### config.mk
export PLATFORM = sky130hd
export DESIGN_NAME = board_mem_arbiter
export DESIGN_NICKNAME = d
export VERILOG_FILES = /design/src/rtl/game_life_pkg.sv /design/src/rtl/arb_starve_ctr.sv /design/src/rtl/board_mem_arbiter.sv
export SDC_FILE = /design/constraint.sdc
export NUM_CORES = 1
export LEC_CHECK = 0
export CAP_MARGIN = 20
export CORE_MARGIN = 2
export CORE_UTILIZATION = 26
export CTS_CLUSTER_SIZE = 10
export DETAILED_ROUTE_END_ITERATION = 16
export GPL_ROUTABILITY_DRIVEN = 0
export PLACE_DENSITY = 0.89
export SLEW_MARGIN = 10
export SYNTH_ARGS = -nofsm -noshare
export SYNTH_HDL_FRONTEND = slang
export SYNTH_SLANG_ARGS = --single-unit
### constraint.sdc
create_clock -name clk -period 1.78 [get_ports clk]
set_input_delay 0.534 -clock clk [delete_from_list [all_inputs] [get_ports clk]]
set_output_delay 0.534 -clock clk [all_outputs]
set_load 0.005 [all_outputs]
### src/rtl/game_life_pkg.sv
// Shared board-memory types and defaults for the Game of Life board arbiter.
package game_life_pkg;

  localparam int unsigned BOARD_ADDR_W   = 11;
  localparam int unsigned STARVE_MAX_DEF = 7;
  localparam int unsigned STARVE_CNT_W   = 4;

  typedef enum logic [1:0] {
    OWN_NONE = 2'd0,
    OWN_DISP = 2'd1,
    OWN_ENG  = 2'd2
  } owner_e;

endpackage

### src/rtl/arb_starve_ctr.sv
// Saturating count of consecutive cycles the engine waited without a grant.
module arb_starve_ctr
  import game_life_pkg::*;
#(
  parameter int unsigned STARVE_MAX = STARVE_MAX_DEF
) (
  input  logic                    clk,
  input  logic                    rst_n,
  input  logic                    eng_req_i,
  input  logic                    eng_gnt_i,
  output logic [STARVE_CNT_W-1:0] cnt_o
);

  logic [STARVE_CNT_W-1:0] cnt_q, cnt_d;

  always_comb begin
    cnt_d = cnt_q;
    if (!eng_req_i || eng_gnt_i) begin
      cnt_d = '0;
    end else if (cnt_q < STARVE_CNT_W'(STARVE_MAX)) begin
      cnt_d = cnt_q + STARVE_CNT_W'(1);
    end
  end

  always_ff @(posedge clk or negedge rst_n) begin
    if (!rst_n) cnt_q <= '0;
    else        cnt_q <= cnt_d;
  end

  assign cnt_o = cnt_q;

endmodule

### src/rtl/board_mem_arbiter.sv
// Single-port board memory arbiter: display reads have priority over engine accesses.
// Optional BOARD_ARB_STARVE_GUARD_EN lets a starved engine preempt the display for one cycle.
module board_mem_arbiter
  import game_life_pkg::*;
#(
  parameter int unsigned ADDR_W     = BOARD_ADDR_W,
  parameter int unsigned STARVE_MAX = STARVE_MAX_DEF
) (
  input  logic              clk,
  input  logic              rst_n,
  input  logic              disp_req,
  input  logic [ADDR_W-1:0] disp_addr,
  output logic              disp_rvalid,
  output logic              disp_rdata,
  output logic              disp_drop,
  input  logic              eng_req,
  input  logic              eng_we,
  input  logic [ADDR_W-1:0] eng_addr,
  input  logic              eng_wdata,
  output logic              eng_gnt,
  output logic              eng_rvalid,
  output logic              eng_rdata,
  output logic              mem_en,
  output logic              mem_we,
  output logic [ADDR_W-1:0] mem_addr,
  output logic              mem_wdata,
  input  logic              mem_rdata
);

  logic [STARVE_CNT_W-1:0] starve_cnt;
  logic                    sel_disp;
  logic                    sel_eng;
  owner_e                  own_q, own_d;

`ifdef BOARD_ARB_STARVE_GUARD_EN
  logic starve_hit;
  assign starve_hit = eng_req && (starve_cnt == STARVE_CNT_W'(STARVE_MAX));
`else
  logic unused_starve;
  assign unused_starve = ^starve_cnt;
`endif

  // Arbitration decision; everything is held quiet while in reset.
  always_comb begin
    sel_disp = 1'b0;
    sel_eng  = 1'b0;
    if (rst_n) begin
`ifdef BOARD_ARB_STARVE_GUARD_EN
      if (starve_hit)    sel_eng  = 1'b1;
      else if (disp_req) sel_disp = 1'b1;
      else if (eng_req)  sel_eng  = 1'b1;
`else
      if (disp_req)      sel_disp = 1'b1;
      else if (eng_req)  sel_eng  = 1'b1;
`endif
    end
  end

  always_comb begin
    mem_en    = sel_disp | sel_eng;
    mem_we    = sel_eng & eng_we;
    mem_wdata = sel_eng & eng_wdata;
    mem_addr  = '0;
    if (sel_disp)     mem_addr = disp_addr;
    else if (sel_eng) mem_addr = eng_addr;
  end

  assign eng_gnt = sel_eng;

`ifdef BOARD_ARB_STARVE_GUARD_EN
  assign disp_drop = rst_n & disp_req & ~sel_disp;
`else
  assign disp_drop = 1'b0;
`endif

  // Owner tag of the read issued this cycle; writes leave no tag.
  always_comb begin
    own_d = OWN_NONE;
    if (sel_disp)              own_d = OWN_DISP;
    else if (sel_eng && !eng_we) own_d = OWN_ENG;
  end

  always_ff @(posedge clk or negedge rst_n) begin
    if (!rst_n) own_q <= OWN_NONE;
    else        own_q <= own_d;
  end

  assign disp_rvalid = rst_n && (own_q == OWN_DISP);
  assign eng_rvalid  = rst_n && (own_q == OWN_ENG);
  assign disp_rdata  = disp_rvalid & mem_rdata;
  assign eng_rdata   = eng_rvalid & mem_rdata;

  arb_starve_ctr #(
    .STARVE_MAX (STARVE_MAX)
  ) u_starve (
    .clk       (clk),
    .rst_n     (rst_n),
    .eng_req_i (eng_req),
    .eng_gnt_i (sel_eng),
    .cnt_o     (starve_cnt)
  );

endmodule

* Yosys cells after proc, flatten, opt, wreduce, memory -nomap -nowiden
Cells that the tools add are included.
** Storage, ports and cells
- Latch bits :: 0
- Bits in writable memories :: 0
- Memory bits (read-only) :: 0
- Bits of input ports :: 29
- Memories :: 0
- Register bits :: 2
** Operators by class
- $lt $le $gt $ge :: 0
- Muxes and demuxes :: 9
- Divide/modulo/power cells :: 0
- Multipliers :: 0
- $add $sub $neg :: 0
- Shift operators :: 0
- Equal/unequal tests :: 2
- Reduce and logical (&&, ||, !) cells :: 4
- Bitwise operators :: 5
** Operators with widths (count)
- 11-bit two-way mux :: 2
- 1-bit two-way mux :: 5
- 1-bit bitwise AND :: 4
- 2-bit two-way mux :: 2
- 1-bit logical AND :: 3
- 2-bit by 1-bit == test with 1-bit output, second input constant :: 1
- 2-bit == test, second input constant :: 1
- 1-bit zero test :: 1
- 1-bit bitwise OR :: 1

* Longest topological paths before layout
Gate-level depths: netlist of run 1.
- Word-level depth :: 6
- Gate-level depth with buffers :: 4
- Gate-level depth less buffers :: 2

* Least setup slack after synthesis of run 1
No wires, ideal clock.
- Path kind :: input to output
- Start :: input port rst_n
- End :: output port mem_addr[7]
- Stages on the path :: 4
- Required time :: 1.246 ns
- Slack :: 0.269 ns
- Arrival time :: 0.977 ns
- Cell sequence :: buf_4 > buf_4 > nand3_1 > o21ai_0
** Between the ends
- Word-level cells in the longest chain between the ends :: 3
- Elaborated cells between the ends (all ways) :: 4
** RTL lines
- start: declaration :: line board_mem_arbiter.sv:10 : input logic rst_n,
- 1-bit two-way mux :: line board_mem_arbiter.sv:47 : if (rst_n) begin
- 11-bit two-way mux :: line board_mem_arbiter.sv:65 : else if (sel_eng) mem_addr = eng_addr;
- 11-bit two-way mux (*) :: line board_mem_arbiter.sv:64 : if (sel_disp) mem_addr = disp_addr;
- end: declaration :: line board_mem_arbiter.sv:25 : output logic [ADDR_W-1:0] mem_addr,
Mark *: on every way between the ends. The rest lies on a longest branch, timed or not.

* Worst setup path after layout of run 1
- Start :: input port eng_wdata
- End :: output port mem_wdata
** Between the ends
- Word-level cells in the longest chain between the ends :: 1
** RTL lines
- start: declaration :: line board_mem_arbiter.sv:19 : input logic eng_wdata,
- 1-bit bitwise AND :: line board_mem_arbiter.sv:62 : mem_wdata = sel_eng & eng_wdata;
- end: declaration :: line board_mem_arbiter.sv:26 : output logic mem_wdata,
No other way between the ends.

==> results.md, run 1 <==
* Status: finished, final reports clean
* Vias per inst at ~5.0
* Drt wl/cell at 13.6 um
* Crit path required time at 1.25 ns
* PwrDens at 340 nW/um^2
* Row count at 13
* Yosys warnings at 0
* Initial core utilization at 28.6%
* Placed inst area at 880 um^2
* ANT nets after route at 0
* GRT overflow at 0
* CTS tree: yes
* Synthesized area at 382 um^2
* Critical Path Slowest Stage Cell: clkdlybuf4s50_1
* DR iter-0 viols at 13
* Total track usage at 19.6%
* Commonest non-fill, non-tap cell in the layout: dlygate4sd2_1
* Critical path launch point type: input pin
* Largest net degree at the start of global routing at 14
* Port Buffer Count at 47
* Synthesized net count at 86
* DP HPWL at 1130 um
* Hold Slack at 0.254 ns
* Setup_tns at 0 ns
* Most flop-heavy register: own_q
* Core Box Area at 1330 um^2
* Period utilisation layout at 98.7%
* Max_cap viols at 0
* #FFs+latches synth at 2
* Final nets at 142
* First-pass GRT wire length at 2680 um
* Clk root buf: clkbuf_4
* Syn Inst Count at 57
* Clk buf depth at 2
* Final Max Tran Viols at 0
* ANT cells at 0
* Vias in the first global route at 627
* Clock sink total at 2
* Synth unique cells at 16
* CP Max Fanout at 1
* Fin. Hold Viols at 0
* Pre-Repair DR Iteration Count at 6
* Filler instances at 140
* Largest register FFs at 2
* Initial antenna violation count at 0
* H-tree depth at 1
* Post-cts hold buffer count at 0
* Die area at approximately 1800 um^2
* Syn avg cell area at between 6 and 7 um^2
* Crit path max-delay family: buffers and inverters
* Post-synthesis sequential area ratio at 13.1%
* Maximum VDD drop at 0.000153 V
* Critical Path Sink Type: primary output
* Ports at a little under 50
* Layout area overhead at 143%
* Die W at 42.3 um
* Top Registers: own_q (2)
* Crit path largest cell delay at ~0.46 ns
* Final setup violation count at 0
* Lkg Pwr at 0.521 nW
* Fin crit period at between 1.5 and 2 ns
* Critical path class: input pin to primary output
* Finished layout cell area at 927 um^2
* Reg clk slew, reported paths at roughly 0.030 ns
* # DRC at 0
* CP Cell Sequence: clkdlybuf4s50_1 > and3_1 > buf_2
* Die Ht at 42.3 um
* Worst min-delay path class: input pin to async pin
* WL final at 1710 um
* Most frequent cells in the layout: dlygate4sd2_1 (21), buf_2 (18), nand2_1 (11)
* Crit path arrival time at 1.22 ns
* Crit path buffers/inverters at 2
* Share of cells above drive strength 1 at about 48%
* Fmax at 0.569 GHz
* Number of CTS-inserted buffers at 3
* Via count at 633
worst paths after layout:
kind / from / to / slack [ns] / cells past startpoint
max in group asynchronous: rst_n / own_q[0] / 1.42 / 2
max: eng_wdata / mem_wdata / 0.02 / 3
min: rst_n / own_q[1] / 0.25 / 2
min in group clk: eng_req / own_q[1] / 0.68 / 3
layout make-up:
type | count | area, um^2 | area share [%]
Inverter | 1 | 3.75 | 0.405
Clock buffer | 3 | 22.5 | 2.43
Tap cell | 15 | 18.8 | 2.02
Multi-Input combinational cell | 49 | 340 | 36.7
Sequential cell | 2 | 50.0 | 5.40
Timing Repair Buffer | 56 | 492 | 53.0
Yosys cell counts:
library cell | count | area, um^2
and2_1 | 1 | 6.26
and3_1 | 2 | 12.5
buf_4 | 5 | 37.5
buf_6 | 1 | 11.3
conb_1 | 1 | 3.75
dfrtp_1 | 2 | 50.1
inv_2 | 1 | 3.75
nand2_1 | 12 | 45.0
nand2b_4 | 1 | 13.8
nand3_1 | 11 | 55.1
nor2_1 | 3 | 11.3
nor2b_1 | 1 | 6.26
nor3_2 | 1 | 10.0
nor3b_1 | 4 | 30.0
o21ai_0 | 3 | 15.0
o21ai_2 | 8 | 70.1
logic make-up (layout without fill, tap and decap cells):
family                 count (synthesis)  after routing  synth area share (%)
buffers and inverters                  7             60                  13.8
AO/OA/AOI/OAI                         11             11                  22.3
other                                  1              1                 0.983
flip-flops                             2              2                  13.1
AND/OR/NAND/NOR                       36             37                  49.8
through the flow:
stage / setup slack, ns / utilization [%] / cells / total power, mW
floorplan: 0.269 / - / 57 / 0.109
global placement: -0.744 / 65.9 / 119 / 0.220
detailed placement: -0.807 / 65.9 / 119 / 0.224
CTS: 0.000604 / 67.9 / 126 / 0.321
global route: -0.0176 / 69.5 / 126 / 0.339
finish: 0.0235 / 69.5 / 126 / 0.316
timing repair:
| action | CTS | global route |
|---|---|---|
| buffers inserted | 1 | 0 |
| pin swaps | 31 | 1 |
| endpoints found under the setup margin | 19 | 7 |
| resized for setup | 114 | 9 |
| gates cloned | 3 | 0 |
routing by layer:
metal  wire (um)  track usage, %  vias to the layer above
li1            -               -                      308
met1         643            21.7                      286
met2         926            36.0                       35
met3         111           0.862                        4
met4          27            11.9                        0
met5           0               0                        -
where the power goes:
part	switching (mW)	internal, mW
clock network	0.0233	0.0741
logic	0.0715	0.0969
registers	0.00213	0.0476
Note: power is estimated with default switching activity, not from simulation.
==> run 2: changes to the inputs <==
--- a/config.mk
+++ b/config.mk
@@ -12,4 +12,5 @@
 export DETAILED_ROUTE_END_ITERATION = 16
 export GPL_ROUTABILITY_DRIVEN = 0
+export GPL_TIMING_DRIVEN = 0
 export PLACE_DENSITY = 0.89
 export SLEW_MARGIN = 10
==> constraint.sdc (replaced) <==
create_clock -name clk -period 1.78 [get_ports clk]
set_input_delay 0.445 -clock clk [delete_from_list [all_inputs] [get_ports clk]]
set_output_delay 0.445 -clock clk [all_outputs]
set_load 0.005 [all_outputs]
==> run 2 against run 1 <==
  * Largest cell class unchanged
  * Clock power is 2.5% lower
  * Hold slack worse by 0.24 ns
  * Fmax is 0.88% higher
  * Worst setup slack better by 0.015 ns
==> results.md, run 2 (same netlist as run 1, synthesis figures left out) <==
* Port Buffer Count at 47
* Commonest non-fill, non-tap cell in the layout: clkdlybuf4s50_1
* Share of cells above drive strength 1 at around 39%
* Most frequent cells in the layout: clkdlybuf4s50_1 (25), nand2_1 (12), nand3_1 (10)
* Clk root buf: clkbuf_4
* ANT nets after route at 0
* PwrDens at 347 nW/um^2
* Crit path max-delay family: buffers and inverters
* CP Cell Sequence: clkdlybuf4s50_1 > and3_1 > clkdlybuf4s15_1
* Pre-Repair DR Iteration Count at 3
* Layout area overhead at 138%
* Setup slack after layout at 0.0388 ns
* Fin. Hold Viols at 0
* H-tree depth at 1
* Total design power at ~320 uW
* Crit path required time at 1.33 ns
* Pre-CTS WS at -0.702 ns
* # DRC at 0
* Initial core utilization at 28.6%
* Final setup violation count at 0
* Maximum VDD drop at 0.000204 V
* Crit path largest cell delay at just under 0.5 ns
* Status: finished, final reports clean
* CP Max Fanout at 2
* GRT overflow at 0
* Busiest layer in global routing: met2
* ANT cells at 0
* Hold Slack at 0.0182 ns
* First-pass GRT wire length at ~2300 um
* Vias per inst at 4.67
* Critical Path Slowest Stage Cell: clkdlybuf4s50_1
* Via count at 598
* Initial antenna violation count at 0
* Lkg Pwr at 0.437 nW
* Number of CTS-inserted buffers at 3
* Fin crit period at 1.74 ns
* Drt wl/cell at 11.6 um
* Core Box Area at around 1300 um^2
* Row count at 13
* Final nets at 144
* Clk buf depth at 2
* Period utilisation layout at between 90% and 100%
* Vias in the first global route at 547
* Most flop-heavy register: own_q
* Die area at roughly 1800 um^2
* Max_cap viols at 0
* Post-cts hold buffer count at 0
* Die Ht at around 42 um
* Crit path arrival time at 1.30 ns
* Die W at between 40 and 50 um
* Critical path launch point type: input pin
* Met1 Use GR at 19.2%
* Crit path buffers/inverters at 2
* RSZ-0062 raised after global routing: false
* Met2 Resource Use GR at slightly below 30%
* WL final at 1490 um
* Fmax at 0.574 GHz
* Largest net degree at the start of global routing at 11
* Met3 usage in global routing at roughly 2.2%
* Total track usage at 16.0%
* DR iter-0 viols at 4
* Clock sink total at 2
* Largest register FFs at 2
* Final Max Tran Viols at 0
* Ports at 49
* Worst min-delay path class: input pin to async pin
* Critical path class: input pin to primary output
* DP HPWL at 1140 um
* Reg clk slew, reported paths at 0.03 ns
* Critical Path Sink Type: primary output
* Top Registers: own_q (2)
* CTS tree: yes
## run 2: cell types whose count changed in the layout (fill, tap and decap cells not counted), sizes merged, moves of 3 or more
cell | before | now
dlymetal6s2s | 5 | 0
clkbuf | 3 | 9
clkdlybuf4s50 | 1 | 25
clkdlybuf4s15 | 1 | 4
dlygate4sd2 | 21 | 5
buf | 28 | 19
## run 2: layout make-up
class	count	area [um^2]
plain buffers	6	67.6
clock buffers	3	22.5
fillers	123	425
inverters	1	3.75
multi-input cells	48	294
flip-flops and latches	2	50.0
well taps	15	18.8
repair buffers	53	452
## run 2: routing by layer
layer / wire [um] / up-vias
li1: - / 306
met1: 604 / 268
met2: 784 / 24
met3: 102 / 0
met4: 0 / 0
met5: 0 / -
## run 2: path summary, 6_finish.rpt
path | startpoint | endpoint | cells after the start
min | rst_n | own_q[0] | 1
max | eng_we | mem_we | 3
max in group asynchronous | rst_n | own_q[1] | 1
min in group clk | disp_req | own_q[0] | 2
## run 2: through the flow
stage | TNS (ns) | area [um^2] | util [%] | instances
2_1_floorplan | 0 | 382 | - | 57
3_3_place_gp | -11.73 | 871 | 65.3 | 119
3_5_place_dp | -12.42 | 871 | 65.3 | 119
4_1_cts | 0 | 923 | 69.2 | 127
5_1_grt | 0 | 908 | 68.1 | 128
6_report | 0 | 908 | 68.1 | 128
## run 2: timing repair
| item | in CTS | in global routing |
|---|---|---|
| endpoints found under the setup margin | 19 | 10 |
| resized for setup | 63 | 9 |
| pin swaps | 0 | 1 |
| setup buffers | 5 | 0 |
| hold endpoints to repair | 0 | 0 |
| gates cloned | 0 | 1 |
## run 2: power breakdown
part / switching [mW] / internal, mW / leakage (nW) / total (mW)
Clock: 0.0211 / 0.0739 / 0.0138 / 0.0950
Sequential: 0.00175 / 0.0476 / 0.0266 / 0.0494
Combinational: 0.0632 / 0.108 / 0.397 / 0.171
